File: config.mk
export PLATFORM = sky130hd
export DESIGN_NAME = irq_requester
export DESIGN_NICKNAME = d
export VERILOG_FILES = /design/src/rtl/irq_requester.sv
export SDC_FILE = /design/constraint.sdc
export NUM_CORES = 1
export LEC_CHECK = 0
export ABC_AREA = 1
export CORE_UTILIZATION = 56
export DETAILED_ROUTE_END_ITERATION = 16
export GPL_TIMING_DRIVEN = 0
export PLACE_DENSITY = 0.83
export SLEW_MARGIN = 10
export SYNTH_ARGS = -nofsm -noshare
export SYNTH_HDL_FRONTEND = slang
export SYNTH_SLANG_ARGS = --single-unit
File: constraint.sdc
create_clock -name clk -period 2 [get_ports clk]
set_input_delay 0.4 -clock clk [delete_from_list [all_inputs] [get_ports clk]]
set_output_delay 0.4 -clock clk [all_outputs]
set_load 0.1 [all_outputs]
File: src/rtl/irq_requester.sv
// -----------------------------------------------------------------------------
// irq_requester
//
// Peripheral-side end of the core interrupt handshake. Event pulses from
// NLINES peripherals are queued per line in a saturating counter. Each line
// raises its bit on the core's inirr bus and holds it until the core returns
// a one-cycle outirr acknowledge for that bit. After an ack the line is forced
// low for HOLDOFF cycles so the core sees it drop before any re-request.
//
// Ports
//   clk         clock, rising edge
//   rst_n       asynchronous reset, active low
//   event_i     [NLINES] one-cycle event pulses, one per line
//   mask_i      [NLINES] 1 = line may request; 0 = line held low, events queued
//   ack_i       [32]     core outirr; bit i+2 acks line i, bits [1:0] ignored
//   clr_stat_i           one-cycle pulse clearing overflow and timeout flags
//   inirr_o     [32]     registered request lines; line i on bit i+2, [1:0]=0
//   overflow_o  [NLINES] sticky: event arrived while the counter was saturated
//   timeout_o   [NLINES] sticky: line requested TIMEOUT cycles with no ack
//   busy_o               registered: any line not idle or any count nonzero
// -----------------------------------------------------------------------------
module irq_requester #(
  parameter int NLINES  = 30,
  parameter int CNT_W   = 4,
  parameter int HOLDOFF = 2,
  parameter int TIMEOUT = 1024
) (
  input  logic              clk,
  input  logic              rst_n,
  input  logic [NLINES-1:0] event_i,
  input  logic [NLINES-1:0] mask_i,
  input  logic [31:0]       ack_i,
  input  logic              clr_stat_i,
  output logic [31:0]       inirr_o,
  output logic [NLINES-1:0] overflow_o,
  output logic [NLINES-1:0] timeout_o,
  output logic              busy_o
);

  // One timer per line serves both the ASSERT wait count and the HOLDOFF count.
  localparam int TMR_W = $clog2(TIMEOUT + HOLDOFF + 1);
  localparam logic [CNT_W-1:0] CNT_MAX = '1;
  localparam logic [TMR_W-1:0] TO_LAST = TMR_W'(TIMEOUT - 1);
  localparam logic [TMR_W-1:0] HO_LAST = TMR_W'(HOLDOFF - 1);

  typedef enum logic [1:0] {
    S_IDLE    = 2'd0,
    S_ASSERT  = 2'd1,
    S_HOLDOFF = 2'd2
  } state_e;

  logic [NLINES-1:0] req_q;
  logic [NLINES-1:0] active_d;
  logic              busy_q;

  genvar gi;
  generate
    for (gi = 0; gi < NLINES; gi++) begin : g_line
      state_e           state_q, state_d;
      logic [CNT_W-1:0] cnt_q, cnt_d;
      logic [TMR_W-1:0] tmr_q, tmr_d;
      logic             ovf_q, ovf_d;
      logic             to_q, to_d;
      logic             ack_taken;
      logic             ovf_set;
      logic             to_set;

      // Acks only count while the line is actually requesting.
      assign ack_taken = ack_i[gi+2] && (state_q == S_ASSERT);

      always_comb begin
        state_d = state_q;
        cnt_d   = cnt_q;
        tmr_d   = tmr_q;
        ovf_set = 1'b0;
        to_set  = 1'b0;

        // Pending count: event and ack on the same edge cancel out, so a
        // saturated counter does not flag overflow in that case.
        if (event_i[gi] && !ack_taken) begin
          if (cnt_q == CNT_MAX) begin
            ovf_set = 1'b1;
          end else begin
            cnt_d = cnt_q + 1'b1;
          end
        end else if (ack_taken && !event_i[gi]) begin
          cnt_d = cnt_q - 1'b1;
        end

        case (state_q)
          S_IDLE: begin
            tmr_d = '0;
            if (mask_i[gi] && ((cnt_q != '0) || event_i[gi])) begin
              state_d = S_ASSERT;
            end
          end
          S_ASSERT: begin
            if (ack_taken) begin
              state_d = S_HOLDOFF;
              tmr_d   = '0;
            end else begin
              // Timer saturates at the last count so the flag keeps
              // re-asserting (and survives clr_stat) while the line waits.
              if (tmr_q == TO_LAST) begin
                to_set = 1'b1;
              end else begin
                tmr_d = tmr_q + 1'b1;
              end
              if (!mask_i[gi]) begin
                state_d = S_IDLE;
                tmr_d   = '0;
              end
            end
          end
          S_HOLDOFF: begin
            if (tmr_q == HO_LAST) begin
              state_d = S_IDLE;
              tmr_d   = '0;
            end else begin
              tmr_d = tmr_q + 1'b1;
            end
          end
          default: begin
            state_d = S_IDLE;
            tmr_d   = '0;
          end
        endcase

        // A flag-setting condition on the clearing edge wins.
        ovf_d = (ovf_q && !clr_stat_i) || ovf_set;
        to_d  = (to_q && !clr_stat_i) || to_set;
      end

      always_ff @(posedge clk or negedge rst_n) begin
        if (!rst_n) begin
          state_q   <= S_IDLE;
          cnt_q     <= '0;
          tmr_q     <= '0;
          ovf_q     <= 1'b0;
          to_q      <= 1'b0;
          req_q[gi] <= 1'b0;
        end else begin
          state_q   <= state_d;
          cnt_q     <= cnt_d;
          tmr_q     <= tmr_d;
          ovf_q     <= ovf_d;
          to_q      <= to_d;
          req_q[gi] <= (state_d == S_ASSERT);
        end
      end

      assign active_d[gi]   = (state_d != S_IDLE) || (cnt_d != '0);
      assign overflow_o[gi] = ovf_q;
      assign timeout_o[gi]  = to_q;
    end
  endgenerate

  always_ff @(posedge clk or negedge rst_n) begin
    if (!rst_n) begin
      busy_q <= 1'b0;
    end else begin
      busy_q <= |active_d;
    end
  end

  assign inirr_o = 32'({req_q, 2'b00});
  assign busy_o  = busy_q;

  // Core-internal ack bits and bits beyond the last line carry no meaning here.
  logic unused_ack_lo;
  assign unused_ack_lo = ^ack_i[1:0];

  generate
    if (NLINES < 30) begin : g_unused_hi
      logic unused_ack_hi;
      assign unused_ack_hi = ^ack_i[31:NLINES+2];
    end
  endgenerate

endmodule

Word-level counts from Yosys, hierarchy flattened. Cells that the tools add are included. Widths: inputs -> output; s select.

Flip-flop bits (word level): 601. Logic and storage cells: 1503.

Equal/unequal tests: 210. Reductions and logical operators: 482. Add/sub/neg operators: 90. Multiplexer cells: 540.

Operators with widths (count): $mux 11 (120); $pmux 11 s2 (30); $mux 4 (90); $add 11x1->11 const B (30); $eq 11x1->1 const B (30); $eq 11x10->1 const B (30); $mux 2 (120); $reduce_bool 4->1 (60); $logic_and 1x1->1 (180); $pmux 2 s3 (30); $mux 1 (150); $add 4x1->4 const B (30); $eq 2x1->1 const B (60); $eq 4x4->1 const B (30); $logic_or 1x1->1 (120); $ne 4x4->1 const B (30); $sub 4x1->4 const B (30); $logic_not 1->1 (61); $eq 2x2->1 const B (30); $logic_not 2->1 (30); $reduce_bool 2->1 (30); $reduce_or 30->1 (1).

Logic depth before layout (Yosys ltp). Gate-level depths: netlist of the first run.

Depth after elaboration: 8. Depth in mapped cells: 17. Mapped depth without buffers: 17.

Least setup slack after synthesis of the first run. No wires, ideal clock.

Path type: register to register. From: register g_line[29].state_q[1]. To: register busy_q, in the netlist busy_o. Setup time: 0.119 ns. Path slack: 0.034 ns. Cell stages (with the launch flop): 14. Buffers on the path: 0. Data arrival time: 1.847 ns. Path through: dfrtp_1 inv_1 ha_1 nand2_1 nor2_1 nand3_1 a21oi_1 nand2_1 nor2_1 nand3_1 nor2_1 nand3_1 nor2_1 nand2_1.

Longest elaborated chain between the ends: 8. Elaborated cells on any way between the ends: 18. Classes of those cells: 2 x eq/ne; 7 x mux; 9 x reduce/logical.

RTL lines: start: declaration (RTL line 59) `state_e state_q, state_d;`; start signal: assignment (RTL line 143) `state_q <= state_d;`; $eq 2x1->1 (RTL line 69, 90); $logic_and 1x1->1 (RTL line 69) `assign ack_taken = ack_i[gi+2] && (state_q == S_ASSERT);`; $logic_and 1x1->1 or $logic_not 1->1 (tied branches) (RTL line 86, 80); $mux 4 or $logic_and 1x1->1 (tied branches) (RTL line 86, 80); $mux 4 (RTL line 80) `if (event_i[gi] && !ack_taken) begin`; $reduce_bool 4->1 (RTL line 152) `assign active_d[gi] = (state_d != S_IDLE) || (cnt_d != '0);`; $logic_or 1x1->1 (*) (RTL line 152); $reduce_or 30->1 (*) (RTL line 162) `busy_q <= |active_d;`; end signal: assignment (RTL line 162); end: declaration (RTL line 54) `logic busy_q;`.

Every way passes the cells marked *; elsewhere a longest branch is shown, timed or not. A chain may end at the register's enable or synchronous reset.

Worst setup path after layout of the first run.
From: register g_line[16].tmr_q[0]. To: register busy_q, in the netlist busy_o.

Longest elaborated chain between the ends: 6.

RTL lines: start: declaration (RTL line 61) `logic [TMR_W-1:0] tmr_q, tmr_d;`; start signal: assignment (RTL line 145) `tmr_q <= tmr_d;`; $eq 11x1->1 (RTL line 116) `if (tmr_q == HO_LAST) begin`; $mux 2 (RTL line 116); $pmux 2 s3 (RTL line 90) `case (state_q)`; $reduce_bool 2->1 (RTL line 152); $logic_or 1x1->1 (RTL line 152); $reduce_or 30->1 (RTL line 162).

No other way between the ends.

==> impl_results.md, run 1 <==
- Layout area overhead: 32.4%
- R2R Path Start: g_line[16].tmr_q[0]$_DFFE_PN0P_
- # Max-Cap Violations: 0
- Critical Path RT: ~2.5 ns
- # H-tree levels: 3
- Final WS setup: -0.347 ns
- Maximum root-to-sink buffer count: 3
- Via density: roughly 5.5
- Placed Area: 41000 sq um
- Mux share of post-synthesis cell area: 0.00290
- Port Buf Inserts: between 150 and 200
- # DRC: 0
- Total Wirelength: around 110000 um
- Arrival time worst endpoint: roughly 2.8 ns
- DP Worst Slack: -0.920 ns
- Slew Limit Fails: 0
- Area of the core: 67000 sq um
- TritonRoute pass-1 iters: 8
- Die area: around 69000 sq um
- Util after Layout: 0.749
- Die Width: 262 um
- TritonCTS buffer count: 70
- Register area share after synthesis: 0.397
- Clk slew on worst S/H paths: ~0.060 ns
- Xor/xnor share of the synthesized area: 0.0139
- Syn Inst Count: between 5000 and 6000
- Worst reg-to-reg path cell count: 13
- Clock skew: between 0.02 and 0.03 ns
- Post-Synth Simple-Gate Area: 0.290
- Latest clock arrival within the worst-skew pair: between 0.6 and 0.7 ns
- Critical Path Fanout Max: 3
- R2R setup slack: -0.35 ns
- Post-synthesis adder-cell area fraction: 0.0891
- Setup Crit Path Kind: flop to flop
- VDD IR-drop max: 0.936 mV
- GP Congestion: around 0.9
- Crit-path max cell delay: ~0.4 ns
- Global route overflow: 0
- Hold Crit Class: input port to async pin
- Maximum operating frequency: between 400 and 500 MHz
- Final Non-Filler Cells: around 6800
- Reg-to-reg endpoint: busy_o$_DFF_PN0_
- Hpwl dp: slightly below 60000 um
- Largest family of logic cells by synthesized area: simple AND/OR/NAND/NOR gates
- Leak Pwr: ~24 nW
- Initial antenna violation count: 3
- Final min period: about 2.3 ns
- Row count: 95
- RSZ-0062 raised after global routing: true
- Die height: approximately 260 um
- Starting Density: 0.566
- Critical path endpoint category: flop
- Vias in the first global route: ~34000
- IO Count: around 190
- Fin. Hold Viols: 61
- Status: finished with violations
- Critical Path Source Type: flop
- Power Density: about 1100 nW/um^2
- Vias: between 30000 and 40000
- Failing checks: negative hold slack, negative setup slack
- Setup TNS Final: -10.26 ns
- Dpl cells: between 6000 and 7000
- CP cell instances: buf_4, ha_1, nand3_1, o21ai_0, nand3_1, nand2_1, nand2_1, nor2_2, nand2_2, nor2_4, nand2_4, nor2_4, nand2_2
- Syn Area/Cell: ~7.4 sq um
- Mapped Area: 37900 sq um
- Synth warnings: 0
- Post-route cell area: around 50000 sq um
- Nets: between 6000 and 7000
- CTS root buffer: clkbuf_16
- CP Buf/Inv Count: 1
- Slew HR: 0.0809
- Initial DRC count: around 3200
- GRT Overall Usage: 0.259
- First-pass GRT wire length: about 150000 um
- CTS sink count: 601
- Layout cell share with drive strength beyond 1: 0.265
- Fin Hold WS: -0.265 ns
- Endpoints failing setup: approximately 100
- Distinct cells, synth: between 50 and 60
- CTS tree: yes
- Routed wire per std cell: roughly 16 um
- Crit path max-delay family: simple AND/OR/NAND/NOR gates
- Flops & latches, synth: 601
- Synth Area in Compound Gates: 0.105
- Actual slew at the worst max-slew pin: about 1.4 ns
- Critical path's slowest cell: dfrtp_1
- Pin count of the biggest net entering global routing: 107
- Post-DRT Antenna Nets: 0
- Period utilization: 1.17
- Crit. path cell count: 13
-- kinds of logic after synthesis --
logic type,Yosys count
AOI/OAI and AO/OA,698
xor gates and xnor gates,60
adders and majority gates,270
buffers and inverters,957
DFF,601
muxes,11
other,1
and+or+nand+nor,2551
-- worst register-to-register path, stage by stage (launching register included) --
cell and delay, ns:
dfrtp_1 0.41, buf_4 0.15, ha_1 0.21, nand3_1 0.10, o21ai_0 0.31, nand3_1 0.16, nand2_1 0.14, nand2_1 0.08
nor2_2 0.12, nand2_2 0.10, nor2_4 0.14, nand2_4 0.08, nor2_4 0.11, nand2_2 0.09
-- registers in the layout, summed over array words and instances, names as in the netlist --
| name | count |
|---|---|
| g_line.cnt_q | 120 |
| busy_o | 1 |
| g_line.to_q | 30 |
| inirr_o | 30 |
| g_line.tmr_q | 330 |
| g_line.state_q | 60 |
| g_line.ovf_q | 30 |
-- cells in the final DEF, fill, tap and decap left out, types with 70 or more instances in the layout --
master / count
a21oi_1: 160
buf_2: 81
buf_4: 453
clkbuf_16: 73
clkdlybuf4s50_1: 90
dfrtp_1: 555
ha_1: 201
inv_1: 761
inv_2: 71
nand2_1: 932
nand2_2: 115
nand3_1: 462
nand4_1: 86
nor2_1: 500
nor2_2: 88
nor2_4: 128
nor3_1: 70
o21ai_0: 195
-- where the power goes --
part | internal (mW) | switching (mW) | leakage, nW
registers | 14.6 | 2.50 | 7.95
logic | 9.71 | 17.3 | 14.6
clock network | 7.57 | 5.23 | 1.10
-- through the flow --
step | hold slack [ns] | total power [mW]
final | -0.265 | 57.0
after detailed placement | 0.390 | 38.1
after global placement | 0.505 | 37.3
after global routing | -0.233 | 60.7
after CTS | -0.261 | 52.8
after floorplan | 0.104 | 33.0
-- metal layers --
metal  wire (um)  vias up  global-route usage
met5          30        -                   0
met4        3730        4              0.0798
met3        5270      329              0.0344
met2       53600     1283               0.464
met1       42400    17900               0.325
li1            -    18000                   -
-- layout make-up --
cell class	count	area, sq um
Clock buffer	104	2080
Sequential cell	601	15100
Fill cell	4325	16800
Multi-Input combinational cell	3592	22500
Timing Repair Buffer	626	5200
Timing Repair inverter	4	27.5
Clock inverter	15	170
Buffer	108	776
Antenna cell	2	5.00
Tap cell	873	1090
Inverter	849	3240
-- synthesized netlist by cell type (all sizes together) --
library cell,count,area share
o22ai,64,0.011
a22oi,44,0.0087
o211ai,7,0.0014
nand3,509,0.067
dfrtp,601,0.40
a21oi,225,0.030
o32ai,5,0.0012
mux2i,11,0.0029
o31ai,1,0.00020
clkbuf,17,0.0018
o22a,13,0.0030
a211oi,4,0.00092
o21a,2,0.00040
nor3,90,0.015
inv,846,0.084
nor3b,3,0.00086
o211a,4,0.0011
clkinv,3,0.00033
and3,1,0.00017
or2,5,0.00082
and2,1,0.00017
a2bb2oi,26,0.0060
conb,1,0.000099
nor2,716,0.074
buf,91,0.017
a31oi,41,0.0068
ha,270,0.089
a31o,1,0.00023
xnor2,14,0.0032
nand2,1110,0.11
nand3b,26,0.0055
xor2,46,0.011
o21ai,261,0.034
nand4,90,0.016
-- how the worst max path moves through the flow --
| stage | startpoint | end | slack [ns] |
|---|---|---|---|
| after floorplan | g_line[29].state_q[1]$_DFF_PN0_ | busy_o$_DFF_PN0_ | 0.03 |
| final | g_line[16].tmr_q[0]$_DFFE_PN0P_ | busy_o$_DFF_PN0_ | -0.35 |
| after CTS | g_line[12].state_q[1]$_DFF_PN0_ | busy_o$_DFF_PN0_ | -0.25 |
| after global routing | g_line[16].tmr_q[1]$_DFFE_PN0P_ | busy_o$_DFF_PN0_ | -0.52 |
| after detailed placement | ack_i[21] | busy_o$_DFF_PN0_ | -0.92 |
| after global placement | rst_n | g_line[23].tmr_q[0]$_DFFE_PN0P_ | -26.75 |
-- what timing repair did --
item	4_1_cts	5_1_grt
pin swaps	86	259
setup buffers	206	227
hold endpoints to repair	61	61
setup endpoints to repair	282	334
cloned	5	10
resized for setup	769	761
(Power assumes the default switching activity.)
==> run 2: changes to the inputs <==
--- a/config.mk
+++ b/config.mk
@@ -6,10 +6,12 @@
 export NUM_CORES = 1
 export LEC_CHECK = 0
 export ABC_AREA = 1
+export CORE_ASPECT_RATIO = 0.7
 export CORE_UTILIZATION = 56
 export DETAILED_ROUTE_END_ITERATION = 16
 export GPL_TIMING_DRIVEN = 0
 export PLACE_DENSITY = 0.83
+export SKIP_LAST_GASP = 1
 export SLEW_MARGIN = 10
 export SYNTH_ARGS = -nofsm -noshare
 export SYNTH_HDL_FRONTEND = slang
==> run 2 against run 1 <==
Compared with the run above: critical path depth is 2 higher; die area hardly changed; combinational power is 7% lower; clock power is 9% lower; global-route usage is 0.087 points higher; worst setup slack better by 0.043 ns; sequential cell count stayed put; via count is 3.6% lower; register-to-register slack better by 0.04 ns; the flow still finishes with violations (negative hold slack, negative setup slack); clock skew is 0.012 ns lower; power is 5.7% lower.
==> impl_results.md, run 2 (synthesis results as in run 1) <==
- Reg-to-reg endpoint: busy_o$_DFF_PN0_
- Critical Path Source Type: flop
- Vias: roughly 36000
- Maximum operating frequency: 434 MHz
- Wl on met1: approximately 44000 um
- TritonRoute pass-1 iters: 10
- Vias in the first global route: ~33000
- Die height: 220 um
- Port Buf Inserts: around 180
- Final WS setup: -0.304 ns
- Layout cell share with drive strength beyond 1: 0.235
- Worst reg-to-reg path cell count: 15
- Commonest non-fill, non-tap cell in the layout: nand2_1
- Final min period: roughly 2.3 ns
- GRT Overall Usage: 0.260
- Post-DRT Antenna Nets: 0
- Row count: 79
- Post-route cell area: 48700 sq um
- Routed wire per std cell: about 15 um
- Maximum root-to-sink buffer count: 3
- Hpwl dp: 61400 um
- Status: finished with violations
- Slew Limit Fails: 0
- R2R setup slack: -0.30 ns
- Via density: approximately 5.4
- Slew HR: 0.127
- Pwr Total: about 54 mW
- Nets: 6121
- Die area: 68800 sq um
- Hold Crit Class: input port to async pin
- TritonCTS buffer count: 61
- Met2 WL: around 47000 um
- CTS sink count: about 600
- R2R Path Start: g_line[21].state_q[1]$_DFF_PN0_
- Fin Hold WS: -0.291 ns
- Leak Pwr: between 20 and 25 nW
- Final Non-Filler Cells: approximately 6700
- Endpoints failing setup: 86
- First-pass GRT wire length: 151000 um
- # DRC: 0
- Placed Area: 41000 sq um
- Largest registers in the final layout: g_line.tmr_q: 330 flops, g_line.cnt_q: 120 flops, g_line.state_q: 60 flops
- Power Density: 1100 nW/um^2
- WL met3: 5310 um
- Period utilization: 1.15
- CTS tree: yes
- Clk slew on worst S/H paths: around 0.07 ns
- Starting Density: 0.568
- IO Count: 188
- # H-tree levels: 2
- Failing checks: negative hold slack, negative setup slack
- Critical Path Fanout Max: 5
- CP Launch Point: g_line[21].state_q[1]$_DFF_PN0_
- Layout area overhead: 28.3%
- Largest register FFs: between 300 and 400
- Setup Crit Path Kind: flop to flop
- Clock skew: between 0.01 and 0.015 ns
- Top Metal Used: met5
- Global route overflow: 0
- Latest clock arrival within the worst-skew pair: about 0.63 ns
- Pin count of the biggest net entering global routing: 110
- Area of the core: between 60000 and 70000 sq um
- Largest reg by FF count: g_line.tmr_q
- Fin. Hold Viols: approximately 60
- Actual slew at the worst max-slew pin: approximately 1.3 ns
- VDD IR-drop max: 1.17 mV
- RSZ-0062 raised after global routing: true
- Initial DRC count: 2841
- Total Wirelength: between 90000 and 100000 um
- Dpl cells: approximately 6200
- Commonest non-fill, non-tap cells in the layout: nand2_1 (941), inv_1 (777), dfrtp_1 (575)
- Critical path endpoint category: flop
- GP Congestion: just under 0.9
- Die Width: 313 um
- Critical Path RT: approximately 2.5 ns
- # Max-Cap Violations: 0
- Arrival time worst endpoint: 2.83 ns
- Initial antenna violation count: 3
- CTS root buffer: clkbuf_16
-- run 2: cell types whose count changed in the layout (fill, tap and decap cells not counted), moves of 15 or more --
cell | before | now
buf_4 | 453 | 377
dfrtp_1 | 555 | 575
dfrtp_2 | 46 | 26
ha_4 | 48 | 33
inv_1 | 761 | 777
inv_2 | 71 | 55
nand2_2 | 115 | 135
nand2_4 | 62 | 34
nand3_1 | 462 | 480
nand3_2 | 35 | 18
nor2_1 | 500 | 515
o21ai_0 | 195 | 214
-- run 2: worst max path at each step --
stage                                     to  slack (ns)  depth (start not counted)
2_1_floorplan               busy_o$_DFF_PN0_        0.03                         13
3_3_place_gp   g_line[21].cnt_q[0]$_DFF_PN0_      -26.89                          1
3_5_place_dp                busy_o$_DFF_PN0_       -0.96                         14
4_1_cts                     busy_o$_DFF_PN0_       -0.28                         16
5_1_grt                     busy_o$_DFF_PN0_       -0.42                         15
6_report                    busy_o$_DFF_PN0_       -0.30                         15
-- run 2: metal layers --
layer,GRT usage,up-vias
met4,0.0844,6
met3,0.0405,213
li1,-,17800
met5,0,-
met2,0.418,1023
met1,0.361,17100
-- run 2: cell type report --
| class | count | area [sq um] |
|---|---|---|
| antenna | 2 | 5.00 |
| buffer | 108 | 769 |
| clock buffer | 87 | 1770 |
| clock inverter | 25 | 234 |
| fill | 4786 | 18100 |
| inverter | 849 | 3230 |
| multi-input combinational | 3592 | 21900 |
| sequential | 601 | 15100 |
| tap | 891 | 1110 |
| timing repair buffer | 539 | 4530 |
| timing repair inverter | 4 | 28.8 |
-- run 2: repair_timing --
| action | CTS | global route |
|---|---|---|
| pin swaps | 80 | 203 |
| cloned | 6 | 6 |
| hold endpoints to repair | 59 | 59 |
| resized for setup | 707 | 638 |
| setup buffers | 201 | 155 |
| endpoints found under the setup margin | 306 | 329 |
-- run 2: worst max-delay path: stages, from the launching register on --
cell,delay (ns)
dfrtp_1,0.40
inv_2,0.09
ha_4,0.15
nand2_2,0.10
nand2_4,0.11
inv_1,0.08
nand2_1,0.12
o21ai_0,0.13
a21oi_1,0.20
nand3_1,0.15
nor2_4,0.20
nand2_2,0.09
nor2_4,0.10
nand2_2,0.10
nor2_2,0.09
nand2_1,0.06
-- run 2: power by group --
group	total, mW	switching, mW	internal [mW]
combinational	25.0	16.4	8.59
clock	11.7	5.05	6.65
sequential	17.0	2.43	14.6
-- run 2: per-stage QoR --
| step | hold slack (ns) | utilization | setup TNS [ns] | setup WS, ns |
|---|---|---|---|---|
| 2_1_floorplan | 0.104 | - | 0 | 0.0339 |
| 3_3_place_gp | 0.503 | 0.612 | - | -26.89 |
| 3_5_place_dp | 0.375 | 0.615 | -50.34 | -0.960 |
| 4_1_cts | -0.306 | 0.679 | -3.47 | -0.276 |
| 5_1_grt | -0.279 | 0.729 | -26.57 | -0.417 |
| 6_report | -0.291 | 0.729 | -4.28 | -0.304 |
